===== src/rtl/navic_pkg.sv =====
// Shared types and constants for the NavIC PRN code-phase correlator.
package navic_pkg;

  localparam int unsigned CODE_LEN = 1023;
  localparam int unsigned LFSR_W   = 10;
  localparam int unsigned ACC_W    = 12;
  localparam int unsigned PHASE_W  = 10;
  localparam int unsigned CNT_W    = 10;

  // Bit i-1 marks stage i as a feedback tap.
  // G1 = x^10+x^3+1.
  localparam logic [LFSR_W-1:0] G1_TAPS = 10'b10_0000_0100;
  // G2 = x^10+x^9+x^8+x^6+x^3+x^2+1.
  localparam logic [LFSR_W-1:0] G2_TAPS = 10'b11_1010_0110;

  typedef enum logic [2:0] {
    ST_IDLE      = 3'd0,
    ST_ALIGN     = 3'd1,
    ST_INTEGRATE = 3'd2,
    ST_COMPARE   = 3'd3,
    ST_DONE      = 3'd4
  } state_e;

  typedef struct packed {
    logic [PHASE_W-1:0]      phase;
    logic signed [ACC_W-1:0] corr;
  } best_t;

  // Fibonacci shift: stage 1 takes the tap parity, stage i takes stage i-1.
  function automatic logic [LFSR_W-1:0] lfsr_step(input logic [LFSR_W-1:0] s,
                                                  input logic [LFSR_W-1:0] taps);
    return {s[LFSR_W-2:0], ^(s & taps)};
  endfunction

endpackage


===== src/rtl/navic_gold_gen.sv =====
// Gold-code replica: G1 and G2 LFSRs, reloadable to chip 0 (all-ones state).
module navic_gold_gen
  import navic_pkg::*;
#(
  parameter int unsigned G2_TAP_A = 2,
  parameter int unsigned G2_TAP_B = 6
) (
  input  logic clk,
  input  logic rst_n,
  input  logic load,
  input  logic advance,
  output logic chip
);

  logic [LFSR_W-1:0] r_g1;
  logic [LFSR_W-1:0] r_g2;

  always_ff @(posedge clk) begin
    if (!rst_n || load) begin
      r_g1 <= '1;
      r_g2 <= '1;
    end else if (advance) begin
      r_g1 <= lfsr_step(r_g1, G1_TAPS);
      r_g2 <= lfsr_step(r_g2, G2_TAPS);
    end
  end

  // Current chip is a pure decode of the register state.
  assign chip = r_g1[LFSR_W-1] ^ r_g2[G2_TAP_A-1] ^ r_g2[G2_TAP_B-1];

endmodule


===== src/rtl/navic_prn_correlator.sv =====
// Serial code-phase search: one full-code integration per trial phase,
// keeping the strictly largest correlation (ties keep the lowest phase).
module navic_prn_correlator
  import navic_pkg::*;
#(
  parameter int unsigned G2_TAP_A   = 2,
  parameter int unsigned G2_TAP_B   = 6,
  parameter int unsigned NUM_PHASES = 1023,
  parameter int unsigned THRESH     = 512
) (
  input  logic               clk,
  input  logic               rst_n,
  input  logic               start,
  input  logic               rx_chip,
  input  logic               rx_valid,
  output logic               rx_ready,
  output logic               busy,
  output logic               done,
  output logic [PHASE_W-1:0] best_phase,
  output logic [ACC_W-1:0]   best_corr,
  output logic               detect
);

  localparam logic [PHASE_W-1:0]      LAST_PHASE = PHASE_W'(NUM_PHASES - 1);
  localparam logic [CNT_W-1:0]        LAST_CHIP  = CNT_W'(CODE_LEN - 1);
  localparam logic signed [ACC_W-1:0] THRESH_S   = ACC_W'(THRESH);
  localparam logic signed [ACC_W-1:0] CORR_MIN   = {1'b1, {(ACC_W-1){1'b0}}};

  state_e                  r_state;
  logic [PHASE_W-1:0]      r_p;
  logic [CNT_W-1:0]        r_cnt;
  logic signed [ACC_W-1:0] r_acc;
  best_t                   r_best;
  logic                    r_rx_ready;
  logic                    r_busy;
  logic                    r_done;
  logic                    r_detect;

  logic                    w_chip;
  logic                    w_load;
  logic                    w_advance;
  logic                    w_accept;
  logic                    w_win;
  logic signed [ACC_W-1:0] w_acc_next;
  logic signed [ACC_W-1:0] w_best_next;

  // r_cnt counts ALIGN cycles (first one reloads) and then accepted chips.
  assign w_accept    = rx_valid & r_rx_ready;
  assign w_load      = (r_state == ST_ALIGN) && (r_cnt == '0);
  assign w_advance   = ((r_state == ST_ALIGN) && (r_cnt != '0)) || w_accept;
  assign w_acc_next  = (rx_chip == w_chip) ? r_acc + ACC_W'(1) : r_acc - ACC_W'(1);
  assign w_win       = $signed(r_acc) > $signed(r_best.corr);
  assign w_best_next = w_win ? r_acc : r_best.corr;

  navic_gold_gen #(
    .G2_TAP_A (G2_TAP_A),
    .G2_TAP_B (G2_TAP_B)
  ) u_gold (
    .clk     (clk),
    .rst_n   (rst_n),
    .load    (w_load),
    .advance (w_advance),
    .chip    (w_chip)
  );

  always_ff @(posedge clk) begin
    if (!rst_n) begin
      r_state      <= ST_IDLE;
      r_p          <= '0;
      r_cnt        <= '0;
      r_acc        <= '0;
      r_best.phase <= '0;
      r_best.corr  <= '0;
      r_rx_ready   <= 1'b0;
      r_busy       <= 1'b0;
      r_done       <= 1'b0;
      r_detect     <= 1'b0;
    end else begin
      r_done <= 1'b0;
      unique case (r_state)
        ST_IDLE: begin
          if (start) begin
            r_p          <= '0;
            r_cnt        <= '0;
            r_acc        <= '0;
            r_best.phase <= '0;
            r_best.corr  <= CORR_MIN;
            r_detect     <= 1'b0;
            r_busy       <= 1'b1;
            r_state      <= ST_ALIGN;
          end
        end
        ST_ALIGN: begin
          if (r_cnt == r_p) begin
            r_cnt      <= '0;
            r_rx_ready <= 1'b1;
            r_state    <= ST_INTEGRATE;
          end else begin
            r_cnt <= r_cnt + CNT_W'(1);
          end
        end
        ST_INTEGRATE: begin
          if (w_accept) begin
            r_acc <= w_acc_next;
            if (r_cnt == LAST_CHIP) begin
              r_cnt      <= '0;
              r_rx_ready <= 1'b0;
              r_state    <= ST_COMPARE;
            end else begin
              r_cnt <= r_cnt + CNT_W'(1);
            end
          end
        end
        ST_COMPARE: begin
          if (w_win) begin
            r_best.phase <= r_p;
            r_best.corr  <= r_acc;
          end
          r_acc <= '0;
          r_cnt <= '0;
          // Detect uses the post-compare best so it is valid with done.
          if (r_p == LAST_PHASE) begin
            r_done   <= 1'b1;
            r_detect <= $signed(w_best_next) >= THRESH_S;
            r_state  <= ST_DONE;
          end else begin
            r_p     <= r_p + PHASE_W'(1);
            r_state <= ST_ALIGN;
          end
        end
        ST_DONE: begin
          r_busy  <= 1'b0;
          r_state <= ST_IDLE;
        end
        default: r_state <= ST_IDLE;
      endcase
    end
  end

  assign rx_ready   = r_rx_ready;
  assign busy       = r_busy;
  assign done       = r_done;
  assign best_phase = r_best.phase;
  assign best_corr  = r_best.corr;
  assign detect     = r_detect;

endmodule


===== config.mk =====
export PLATFORM = sky130hd
export DESIGN_NAME = navic_prn_correlator
export DESIGN_NICKNAME = d
export VERILOG_FILES = /design/src/rtl/navic_pkg.sv /design/src/rtl/navic_gold_gen.sv /design/src/rtl/navic_prn_correlator.sv
export SDC_FILE = /design/constraint.sdc
export NUM_CORES = 1
export LEC_CHECK = 0
export CAP_MARGIN = 20
export CORE_MARGIN = 5
export CORE_UTILIZATION = 46
export CTS_BUF_LIST = sky130_fd_sc_hd__clkbuf_4
export DETAILED_ROUTE_END_ITERATION = 8
export PLACE_DENSITY = 0.72
export SLEW_MARGIN = 20
export SYNTH_ARGS = -nofsm -noshare
export SYNTH_HDL_FRONTEND = slang
export SYNTH_SLANG_ARGS = --single-unit

===== constraint.sdc =====
create_clock -name clk -period 4.4 [get_ports clk]
set_input_delay 0.88 -clock clk [delete_from_list [all_inputs] [get_ports clk]]
set_output_delay 0.88 -clock clk [all_outputs]
set_load 0.05 [all_outputs]

**Word level (Yosys, flattened, before mapping)**

Index checks and enable logic that the tools add are counted.

- Bitwise gates (word level): 3
- $add $sub $neg: 4
- Order comparisons: 2
- Mux-type cells: 31
- Reduce and logical (&&, ||, !) cells: 24
- Eq/ne operators: 15

Operator list:

| kind | number |
|---|---|
| 2-to-1 mux 10 bit | 5 |
| 2-to-1 mux 12 bit | 4 |
| 2-to-1 mux 22 bit | 2 |
| one-hot mux 22 bit (2 select lines) | 1 |
| one-hot mux 10 bit (4 select lines) | 1 |
| one-hot mux 12 bit (3 select lines) | 1 |
| adder 10 x 1 -> 10 bit (second input constant) | 2 |
| == test 10 bit (second input constant) | 2 |
| one-hot mux 10 bit (2 select lines) | 1 |
| parity 10 bit | 2 |
| 2-to-1 mux 3 bit | 5 |
| AND reduction 3 bit | 5 |
| adder 12 x 2 -> 12 bit (second input constant) | 1 |
| >= comparator 12 x 11 -> 1 bit (second input constant) | 1 |
| > comparator 12 bit | 1 |
| inequality test 2 bit (second input constant) | 6 |
| one-hot mux 3 bit (4 select lines) | 1 |
| subtractor 12 x 2 -> 12 bit (second input constant) | 1 |
| == test 10 bit | 1 |
| zero test 10 bit | 1 |
| nonzero test 10 bit | 1 |
| AND reduction 4 bit | 2 |
| 2-to-1 mux 1 bit | 7 |
| == test 3 x 2 -> 1 bit (second input constant) | 2 |
| 15 further kinds | 23 |

- Logic and storage cells: 91
- Bits of input ports: 5
- Output and inout bits: 26
- Bits in registers: 81

**Logic depth before layout (Yosys ltp)**

- Depth after elaboration: 6
- Gate-level depth with buffers: 11

**Modules after synthesis**

From an unflattened synthesis, not the netlist that was laid out.

- Cell total of the unflattened synthesis: 507
- Area, all modules: 4332.9 µm²

By module, submodules not included:

| module | cells an instance | times used | area an instance (µm²) |
|---|---|---|---|
| navic_prn_correlator | 434 | 1 | 3554.7 |
| navic_gold_gen | 73 | 1 | 778.2 |

**Worst setup path after synthesis**

No wires, ideal clock.

- Path kind: input port to flip-flop
- From: in rx_chip
- To: reg r_acc[11]
- Path buffers: 0
- Arrival time: 3537 ps
- Library setup time: 122 ps
- Path slack: 741 ps
- Cell stages on the path: 10
- Data required time: 4278 ps
- Path through: xnor2_1 -> xnor2_1 -> ha_1 -> a211o_1 -> a2111oi_4 -> o31ai_1 -> a21o_1 -> a21o_1 -> a21boi_1 -> a311o_1

- Cells in the longest elaborated chain, start to end: 4

RTL lines:

| what | RTL line | RTL |
|---|---|---|
| start, declared | navic_prn_correlator.sv:14 | `input logic rx_chip,` |
| == test 1 bit | navic_prn_correlator.sv:51 | `assign w_acc_next = (rx_chip == w_chip) ? r_acc + ACC_W'(1) : r_acc - ACC_W'(1);` |
| 2-to-1 mux 12 bit | navic_prn_correlator.sv:51 |  |
| 2-to-1 mux 12 bit | navic_prn_correlator.sv:103 | `if (w_accept) begin` |
| one-hot mux 12 bit (3 select lines) | navic_prn_correlator.sv:80 | `unique case (r_state)` |
| end signal, assigned | navic_prn_correlator.sv:104 | `r_acc <= w_acc_next;` |
| end, declared | navic_prn_correlator.sv:32 | `logic signed [ACC_W-1:0] r_acc;` |

Every way passes these cells. The select of a mux whose other input is x is not followed.
A chain may end at the register's enable or synchronous reset.

**Final worst setup path**

Ends and elaborated chain as after synthesis.

==> results.py <==
metrics = {
    "logic_synthesis": {
        "yosysTopAreaCell": "dfxtp_1",
        "synthFlopType": "dfxtp_1",
        "ys_seq_elements": 81,
        "synth_top_area_share_pct": 38.3,
        "synth_edf_count": 0,
        "async_flop_share_pct": 0,
        "synth_cell_type_count": 52,
        "syn_area_um2": 4230,
        "synth-seq-area-share_pct": 38.3,
        "synth_area_per_cell_um2": 8.01,
        "synth_nets": 561,
        "syn-instance-count": 528,
        "synthTopCellsByArea": "dfxtp_1, ha_1, nand2_1",
        "yosysWarnings": 0,
    },
    "clock_tree": {
        "cts.clk_slew.worst_paths_ns": 0.13,
        "post-cts-setup-buffers": 0,
        "h-tree-depth": 3,
        "cts_root_buffer": "clkbuf_4",
        "cts_sinks": 81,
        "numCtsBuffers": 9,
        "cts_hold_buffers": 0,
        "clockBufferDepth": 2,
        "tritoncts": "done",
        "clkLatencyLatePin_ns": 0.42,
        "cts.repair.resized": 0,
    },
    "grt": {
        "gr-usage-all-layers_pct": 16.1,
        "grt_pass1_vias": 3279,
        "grt_overflow_total": 0,
        "grt_pass1_wl_um": 14900,
        "grt_antenna_before_repair": 0,
        "grt_max_degree": 36,
    },
    "floorplanning": {
        "io_pins": 31,
        "row_count": 35,
        "fp.dieArea_um2": 11200,
        "core_area_um2": 9110,
        "start_util_pct": 46.4,
        "die_w_um": 106,
        "chipHeight_um": 106,
    },
    "outcome": {
        "status": "finished, final reports clean",
    },
    "critical_path": {
        "reg2regPathDepth": 10,
        "start_kind": "input port",
        "r2r_slack_ns": 1.33,
        "end_kind": "flop",
        "crit_fanout": 4,
        "worstReg2RegEnd": "r_acc[11]$_SDFFE_PN0P_",
        "crit_type": "input port to flop",
        "required_ns": 4.71,
        "cp_data_arrival_time_ns": 3.83,
        "r2r-start": "u_gold.r_g2[1]$_SDFFE_PP1P_",
    },
    "placed_design": {
        "portBuffers": 30,
        "hpwl_um": 6340,
        "gp_congestion": 0.819,
        "place_ws_ns": 0.446,
        "place_area_um2": 4640,
    },
    "sta": {
        "max_slew_margin_pct": 47.6,
        "hold_viol": 0,
        "finalSetupViolCount": 0,
        "fin_tns_setup_ns": 0,
        "period_needed_ns": 3.52,
        "fmax_mhz": 284,
        "tightest_slew_ns": 0.783,
        "rsz0062_at_grt": "false",
        "finalClockSkew_ns": 0.0151,
        "layout_setup_ws_ns": 0.882,
        "period_share_pct": 80.0,
        "slew_violations": 0,
    },
    "cells_and_area": {
        "fill_cells": 858,
        "utilization_pct": 52.5,
        "finish.instance_area_um2": 4780,
        "n_antenna_cell": 0,
        "final_nets": 587,
        "drive_gt1_share_pct": 5.37,
        "synthToLayoutAreaGrowth_pct": 13.0,
        "multi_input_area_um2": 2400,
        "seqCellArea_um2": 1620,
    },
    "power_and_ir_drop": {
        "cellPowerDensity_nw_per_um2": 380,
        "peakVddDrop_mv": 0.199,
        "power.leakage_uw": 0.00191,
    },
    "routing": {
        "first_iter_violations": 210,
        "met1_length_um": 4350,
        "avgViaCountPerCell": 5.37,
        "wl_met3_um": 385,
        "wirelength_um": 8740,
        "wl_met2_um": 3890,
        "drtPass1Iterations": 4,
        "vias": 3595,
        "route.detailed.drc": 0,
        "top_layer_used": "met4",
        "final_antenna_net_count": 0,
        "post_drt_wl_per_cell_um": 13.0,
    },
    "flow_run": {
        "drv_cap": 0,
    },
    "min_path": {
        "hp-start": "best_phase[3]$_SDFFE_PN0P_",
        "min_to": "best_phase[3]$_SDFFE_PN0P_",
        "hold_path.class": "flop to flop",
        "hold_depth": 2,
    },
}
[cell type report]
cell class	count	share of cell area, %
Clock buffer	9	1.41
Timing Repair Buffer	38	7.54
Clock inverter	7	1.65
Tap cell	111	2.90
Sequential cell	81	33.9
Inverter	30	2.35
Multi-Input combinational cell	394	50.2
[state kept, by name, indices dropped and copies added (netlist names)]
register / cells
r_cnt: 10
done: 1
detect: 1
r_state: 3
best_corr: 12
best_phase: 10
u_gold.r_g2: 10
u_gold.r_g1: 10
r_p: 10
rx_ready: 1
busy: 1
r_acc: 12
[cell usage after synthesis, drive strengths merged (2+ instances only)]
library cell / instances
nand2: 76
or2: 2
nand4b: 3
a21o: 5
and3: 4
o31ai: 4
ha: 27
inv: 29
or3: 2
a31oi: 6
dfxtp: 81
clkbuf: 17
and2: 5
buf: 6
mux2i: 5
a22oi: 4
xnor2: 21
nor4: 4
nor2b: 4
o21ai: 13
a311oi: 2
nor2: 55
nor3: 7
o22ai: 2
a32oi: 2
o21a: 3
a21oi: 38
nand4: 11
xor2: 18
nand3: 54
[routing by layer]
metal | GRT usage (%) | vias to the layer above
met4 | 6.20 | 0
li1 | - | 1876
met3 | 3.22 | 9
met5 | 0 | -
met2 | 25.6 | 76
met1 | 21.6 | 1634
[cell usage in the layout, fill, tap and decap left out, types with 5 or more instances in the layout]
| cell | n |
|---|---|
| buf_4 | 8 |
| xnor2_1 | 21 |
| dfxtp_1 | 81 |
| a21oi_1 | 37 |
| nor2_1 | 55 |
| clkbuf_4 | 9 |
| ha_1 | 27 |
| nand2_1 | 76 |
| a31oi_1 | 6 |
| and2_1 | 5 |
| o21ai_1 | 6 |
| clkdlybuf4s50_1 | 30 |
| nand4_1 | 11 |
| inv_1 | 28 |
| mux2i_1 | 5 |
| nand3_1 | 54 |
| nor3_1 | 7 |
| o21ai_0 | 6 |
| xor2_1 | 18 |
| a21o_1 | 5 |
[critical path: stages]
cell and delay, ns:
clkdlybuf4s50_1 0.41, xnor2_1 0.14, xnor2_1 0.41, ha_1 0.35, a211o_1 0.35, a2111oi_4 0.31, o31ai_1 0.16, a21o_1 0.20
a21o_1 0.19, a21boi_1 0.12, a311o_1 0.30
[worst max path at each step]
stage / from / end / slack (ns) / cells after the start
2_1_floorplan: rx_chip / r_acc[11]$_SDFFE_PN0P_ / 0.74 / 10
3_3_place_gp: rx_chip / r_acc[11]$_SDFFE_PN0P_ / 0.52 / 11
3_5_place_dp: rx_chip / r_acc[11]$_SDFFE_PN0P_ / 0.45 / 11
4_1_cts: rx_chip / r_acc[11]$_SDFFE_PN0P_ / 0.91 / 11
5_1_grt: rx_chip / r_acc[10]$_SDFFE_PN0P_ / 0.75 / 13
6_report: rx_chip / r_acc[11]$_SDFFE_PN0P_ / 0.88 / 11
[power by group]
| part | internal (uW) | switching (uW) | total, uW |
|---|---|---|---|
| clock network | 179 | 268 | 447 |
| logic | 214 | 332 | 546 |
| registers | 779 | 44.4 | 823 |
| total | 1170 | 644 | 1820 |
[stage by stage]
| step | power, uW | hold slack, ns | instances |
|---|---|---|---|
| floorplan | 1260 | 0.440 | 528 |
| global placement | 1360 | 0.448 | 654 |
| detailed placement | 1380 | 0.453 | 654 |
| CTS | 1830 | 0.475 | 670 |
| global route | 1940 | 0.493 | 670 |
| finish | 1820 | 0.473 | 670 |
[logic make-up (layout without fill, tap and decap cells)]
logic type	Yosys count	count (layout)	share of synthesized area [%]
XOR/XNOR	39	39	8.07
buffers and inverters	53	84	4.88
adder cells (fa/ha/maj)	28	28	8.46
flip-flops	81	81	38.3
AO/OA/AOI/OAI	89	89	13.7
AND/OR/NAND/NOR	232	232	25.1
multiplexers	6	6	1.45
No activity file was read; power rests on OpenSTA's default activity.
